==> src/rtl/pacman_mover_pkg.sv <==
`default_nettype none
// ============================================================================
// Module : pacman_mover_pkg
// Brief  : Shared direction encodings, map geometry and coordinate width
//          for the player mover, monster chasers and renderer.
// Rev    : 1.0  initial release
// ============================================================================
package pacman_mover_pkg;

   localparam int COORD_W   = 9;
   localparam int MAP_W_DEF = 320;
   localparam int START_X_DEF = 160;
   localparam int START_Y_DEF = 232;
   localparam int VELOCITY_DEF = 1;

   localparam logic [3:0] DIR_L = 4'b1000;
   localparam logic [3:0] DIR_U = 4'b0100;
   localparam logic [3:0] DIR_R = 4'b0010;
   localparam logic [3:0] DIR_D = 4'b0001;

   typedef enum logic [0:0] {
      ST_STOP = 1'b0,
      ST_MOVE = 1'b1
   } mover_state_t;

   // A direction is open when the wall flag for that side is nonzero.
   function automatic logic dir_free(input logic [3:0] dir,
                                     input logic [2:0] fl,
                                     input logic [2:0] fu,
                                     input logic [2:0] fr,
                                     input logic [2:0] fd);
      logic r;
      r = 1'b0;
      if (dir[3])      r = |fl;
      else if (dir[2]) r = |fu;
      else if (dir[1]) r = |fr;
      else if (dir[0]) r = |fd;
      return r;
   endfunction

endpackage
`default_nettype wire

==> src/rtl/pacman_mover_dir_priority_enc.sv <==
`default_nettype none
// ============================================================================
// Module : pacman_mover_dir_priority_enc
// Brief  : Multi-hot button request to one-hot heading, priority L>U>R>D.
// Rev    : 1.0  initial release
// ============================================================================
module pacman_mover_dir_priority_enc
   import pacman_mover_pkg::*;
(
   input  logic [3:0] i_req,
   output logic [3:0] o_onehot
);

   always_comb begin
      o_onehot = 4'b0000;
      if (i_req[3])      o_onehot = DIR_L;
      else if (i_req[2]) o_onehot = DIR_U;
      else if (i_req[1]) o_onehot = DIR_R;
      else if (i_req[0]) o_onehot = DIR_D;
   end

endmodule
`default_nettype wire

==> src/rtl/pacman_mover.sv <==
`default_nettype none
// ============================================================================
// Module : pacman_mover
// Brief  : Player position generator: buffered turns, one step per move_tick,
//          wall flags, horizontal tunnel wrap.
// Rev    : 1.0  initial release
// ============================================================================
module pacman_mover
   import pacman_mover_pkg::*;
#(
   parameter int START_X  = START_X_DEF,
   parameter int START_Y  = START_Y_DEF,
   parameter int MAP_W    = MAP_W_DEF,
   parameter int VELOCITY = VELOCITY_DEF
) (
   input  logic               clk_50mhz,
   input  logic               rst_n,
   input  logic               move_tick,
   input  logic               freeze,
   input  logic [3:0]         btn_req,
   input  logic [2:0]         flag_L,
   input  logic [2:0]         flag_U,
   input  logic [2:0]         flag_R,
   input  logic [2:0]         flag_D,
   output logic [COORD_W-1:0] p_x,
   output logic [COORD_W-1:0] p_y,
   output logic [3:0]         cur_dir,
   output logic               moving,
   output logic [1:0]         anim_phase
);

   localparam logic [COORD_W-1:0] c_vel      = COORD_W'(VELOCITY);
   localparam logic [COORD_W-1:0] c_wrap_gap = COORD_W'(MAP_W - VELOCITY);

   mover_state_t       r_state;
   logic [3:0]         r_pend_dir;
   logic               r_pend_valid;
   logic [3:0]         w_req_onehot;
   logic               w_pend_free;
   logic               w_cur_free;
   logic               w_can_step;
   logic [3:0]         w_step_dir;
   logic [COORD_W-1:0] w_next_x;
   logic [COORD_W-1:0] w_next_y;

   pacman_mover_dir_priority_enc u_enc (
      .i_req    (btn_req),
      .o_onehot (w_req_onehot)
   );

   assign w_pend_free = r_pend_valid & dir_free(r_pend_dir, flag_L, flag_U, flag_R, flag_D);
   assign w_cur_free  = dir_free(cur_dir, flag_L, flag_U, flag_R, flag_D);
   assign w_can_step  = w_pend_free | w_cur_free;
   assign w_step_dir  = w_pend_free ? r_pend_dir : cur_dir;
   assign moving      = (r_state == ST_MOVE);

   // Tunnel wrap on x only; y relies on the wall flags to stay in range.
   always_comb begin
      w_next_x = p_x;
      w_next_y = p_y;
      if (w_step_dir == DIR_L)
         w_next_x = (p_x < c_vel) ? p_x + c_wrap_gap : p_x - c_vel;
      else if (w_step_dir == DIR_R)
         w_next_x = (p_x >= c_wrap_gap) ? p_x - c_wrap_gap : p_x + c_vel;
      else if (w_step_dir == DIR_U)
         w_next_y = p_y - c_vel;
      else if (w_step_dir == DIR_D)
         w_next_y = p_y + c_vel;
   end

   always_ff @(posedge clk_50mhz) begin
      if (!rst_n) begin
         p_x          <= COORD_W'(START_X);
         p_y          <= COORD_W'(START_Y);
         cur_dir      <= DIR_L;
         anim_phase   <= 2'd0;
         r_pend_dir   <= 4'b0000;
         r_pend_valid <= 1'b0;
         r_state      <= ST_STOP;
      end else if (freeze) begin
         r_pend_valid <= 1'b0;
         r_state      <= ST_STOP;
      end else begin
         if (move_tick) begin
            if (w_pend_free) begin
               cur_dir      <= r_pend_dir;
               r_pend_valid <= 1'b0;
            end
            if (w_can_step) begin
               p_x        <= w_next_x;
               p_y        <= w_next_y;
               anim_phase <= anim_phase + 2'd1;
               r_state    <= ST_MOVE;
            end else begin
               r_state    <= ST_STOP;
            end
         end
         // A request on the tick edge is captured after the tick used the old one.
         if (btn_req != 4'b0000) begin
            r_pend_dir   <= w_req_onehot;
            r_pend_valid <= 1'b1;
         end
      end
   end

endmodule
`default_nettype wire

==> config.mk <==
export PLATFORM = sky130hd
export DESIGN_NAME = pacman_mover
export DESIGN_NICKNAME = d
export VERILOG_FILES = /design/src/rtl/pacman_mover_pkg.sv /design/src/rtl/pacman_mover_dir_priority_enc.sv /design/src/rtl/pacman_mover.sv
export SDC_FILE = /design/constraint.sdc
export NUM_CORES = 1
export LEC_CHECK = 0
export ABC_AREA = 1
export CAP_MARGIN = 20
export CELL_PAD_IN_SITES_DETAIL_PLACEMENT = 0
export CELL_PAD_IN_SITES_GLOBAL_PLACEMENT = 1
export CORE_ASPECT_RATIO = 0.6
export CORE_MARGIN = 1.5
export CORE_UTILIZATION = 36
export DETAILED_ROUTE_END_ITERATION = 10
export GPL_TIMING_DRIVEN = 0
export PLACE_DENSITY_LB_ADDON = 0.12
export SYNTH_ARGS = -nofsm -noshare
export SYNTH_HDL_FRONTEND = slang
export SYNTH_HIERARCHICAL = 1
export SYNTH_SLANG_ARGS = --single-unit
==> constraint.sdc <==
create_clock -name clk_50mhz -period 3.5 [get_ports clk_50mhz]
set_input_delay 0.525 -clock clk_50mhz [delete_from_list [all_inputs] [get_ports clk_50mhz]]
set_output_delay 0.525 -clock clk_50mhz [all_outputs]
set_load 0.005 [all_outputs]
==> flow_summary_export.csv <==
group,metric,value,unit
status,status,"finished, final reports clean",
cells_and_area,syn_to_final_growth,38.79,%
synth,yosys_warnings,6,
synth,yosysUniqueCellTypes,40,
cts,cts_root_buf,"clkbuf_8",
sta,relSlewSlack,0.6417,
critical_path,cpPeakStageDelay,400,ps
global_routing,grt.overflow.total,0,
power_and_ir_drop,ir_drop,0.0001612,V
global_routing,grt_pass1_wl,9.522,mm
power_and_ir_drop,leakage,1.358,nW
floorplan,coreArea,5728,µm²
synth,seq_area_frac_synth,0.2730,
critical_path,critical-path-top-delay-family,"simple AND/OR/NAND/NOR gates",
run,cap_violations,0,
sta,hold_viol,0,
floorplan,start_util,0.3840,
synth,syn_inst,328,
place,place.gp.congestion,0.8360,
critical_path,crit_slowest_cell,"clkdlybuf4s50_1",
sta,timing.final.max_slew_violations,0,
critical_path,crit_chain,"clkdlybuf4s50_1 > or3_4 > nand2_2 > nand2_4 > nand2_4 > nand2_1 > nand2_2 > nor2_1 > nand2_4 > clkinvlp_4 > buf_4 > ha_4 > nand3_1 > nand2_1 > nand2_1 > nand2_1 > nand2_1 > a21oi_2 > o21ai_1 > and3_1 > o21bai_1 > nand2_1",
global_routing,grt_pass1_vias,1956,
cts,clock_path_buffers,2,
synth,synth_edf_count,0,
cts,htreeDepth,2,
critical_path,arrival,3540,ps
cells_and_area,final.fill_count,592,
sta,min_period_over_period,0.9577,
critical_path,cpMostUsedCell,"nand2_1",
synth,synth_nets,358,
sta,clock.fmax,298.3,MHz
sta,finalSetupTns,0,ps
critical_path,end_kind,"flop",
cts,cts.sinks,30,
cts,cts_tree,"built",
cells_and_area,fin_nets,420,
synth,synth_top_cell_by_area,"dfxtp_1",
cts,path_clk_slew,70,ps
floorplan,io_pins,45,
synth,ys_seq_elements,30,
detailed_routing,drc_errors,0,
floorplan,die-area,6603,µm²
global_routing,grt_usage,0.1781,
place,portBuffers,44,
sta,setup_viol,0,
detailed_routing,drtIter0Drc,96,
global_routing,antenna_found_initial,0,
critical_path,cp_data_required_time,3680,ps
place,hpwl,4.295,mm
cts,cts_buffers,5,
detailed_routing,routed_wl,5.863,mm
synth,syn_avg_cell_area,6.706,µm²
floorplan,rows,21,
floorplan,die_y,63.55,µm
detailed_routing,wl_per_cell,12.45,µm
global_routing,grt_max_degree,11,
critical_path,crit_fanout,7,
critical_path,path_class,"input pin to flop",
detailed_routing,via_count,2264,
cells_and_area,drive_above_1_share,0.1662,
floorplan,die_w,103.9,µm
synth,synth_ff_type,"dfxtp_1",
sta,skew,10.51,ps
detailed_routing,antenna_left,0,
synth,async_flop_share,0,
synth,synth_most_common_cell,"nand2_1",
detailed_routing,dr.pass1.iters,6,
synth,synth_area_leaders,"dfxtp_1 27%, nand2_1 14%, a21oi_1 6.6%",
cells_and_area,diodes,0,
cts,hold_buffers,0,
min_path,hold_path.class,"flop to flop",
synth,synth_common_cells,"80 x nand2_1, 36 x inv_1, 32 x nor2_1",
power_and_ir_drop,powerDensity,314.7,nW/µm²
cts,insertion_delay,290,ps
critical_path,path_buf_inv,3,
synth,synth_area,2200,µm²
sta,fin_crit,3352,ps
critical_path,startpoint_type,"input pin",
synth,yosys.area.top_type_share,0.2730,
sta,tightest_slew,537.5,ps
sta,whs,459.0,ps
detailed_routing,viasPerCell,4.807,
-- per-stage QoR --
stage                     utilization  total power [mW]  cells  worst slack [ps]  instance area, µm²
after floorplan                     -            0.5569    328             543.4                2200
after global placement         0.4784            0.6431    452            -193.6                2740
after detailed placement       0.4784            0.6450    452            -235.5                2740
after CTS                      0.4943            0.9406    460             68.93                2831
after global routing           0.5330             1.023    471            -53.18                3053
final                          0.5330            0.9607    471             148.0                3053
-- registers in the layout, indices dropped and copies added, names as in the netlist --
| name | cells |
|---|---|
| anim_phase | 2 |
| cur_dir | 4 |
| moving | 1 |
| p_x | 9 |
| p_y | 9 |
| r_pend_dir | 4 |
| r_pend_valid | 1 |
-- per-layer routing --
layer,global-route usage,wire [µm],up-vias
li1,-,-,1187
met1,0.2766,3303,1025
met2,0.2442,2249,48
met3,0.04244,282,4
met4,0.03125,27,0
met5,0,0,-
-- final cells by class --
type / instances / area [µm²] / share of cell area
buffer: 8 / 58.81 / 0.01926
clock buffer: 7 / 86.33 / 0.02828
clock inverter: 1 / 5.005 / 0.001639
inverter: 39 / 150.1 / 0.04918
multi-input combinational: 251 / 1525 / 0.4996
sequential: 30 / 600.6 / 0.1967
tap: 80 / 100.1 / 0.03279
timing repair buffer: 55 / 526.8 / 0.1725
-- worst reg2reg max path, stage by stage (launching register included) --
cell and delay (ps):
dfxtp_1 330, inv_1 60, nor2_1 120, nand2_1 70, nand3_1 90, nand2_2 60, nand2_4 110, nand2_4 90
nand2_2 80, nand2_4 60, nor2_1 220, nand2_4 110, clkinvlp_4 140, buf_4 140, ha_4 210, nand2_1 70
nand2_1 100, a31oi_4 210, inv_1 70, nand2_1 80, nand2_1 70, a21oi_2 150, xor2_1 160, o21ai_1 70
-- worst paths after layout --
check	startpoint	to	slack (ps)	cells past startpoint
hold / removal	anim_phase[1]	anim_phase[1]	460	2
setup / recovery	flag_L[1]	p_y[7]	150	22
hold reg to reg	anim_phase[1]	anim_phase[1]	460	2
setup reg to reg	r_pend_dir[0]	p_y[6]	530	23
-- kinds of logic after synthesis --
logic type	count (synthesis)	synth area share
fa+ha+maj	10	0.06030
simple gates	161	0.3350
compound gates	60	0.1587
xor+xnor	20	0.07963
flops	30	0.2730
buf+inv	47	0.09329
-- what timing repair did --
item	in CTS	in global routing
setup endpoints to repair	0	4
resized for setup	0	22
setup buffers	0	11
-- power breakdown --
group	internal (mW)	switching, mW
Combinational	0.133	0.156
Sequential	0.358	0.0178
Clock	0.159	0.138
-- cell usage in the layout, fill, tap and decap left out, types with 4 or more instances in the layout --
cell type / instances
clkdlybuf4s50_1: 44
ha_4: 6
a21oi_1: 27
nand2_2: 8
dfxtp_1: 30
nor2_1: 31
nand2_4: 7
clkbuf_8: 6
nand2_1: 78
nand3_1: 22
xnor2_1: 4
buf_6: 4
xor2_1: 16
buf_4: 11
inv_1: 35
o21ai_0: 16
Note: power is estimated with default switching activity, not from simulation.
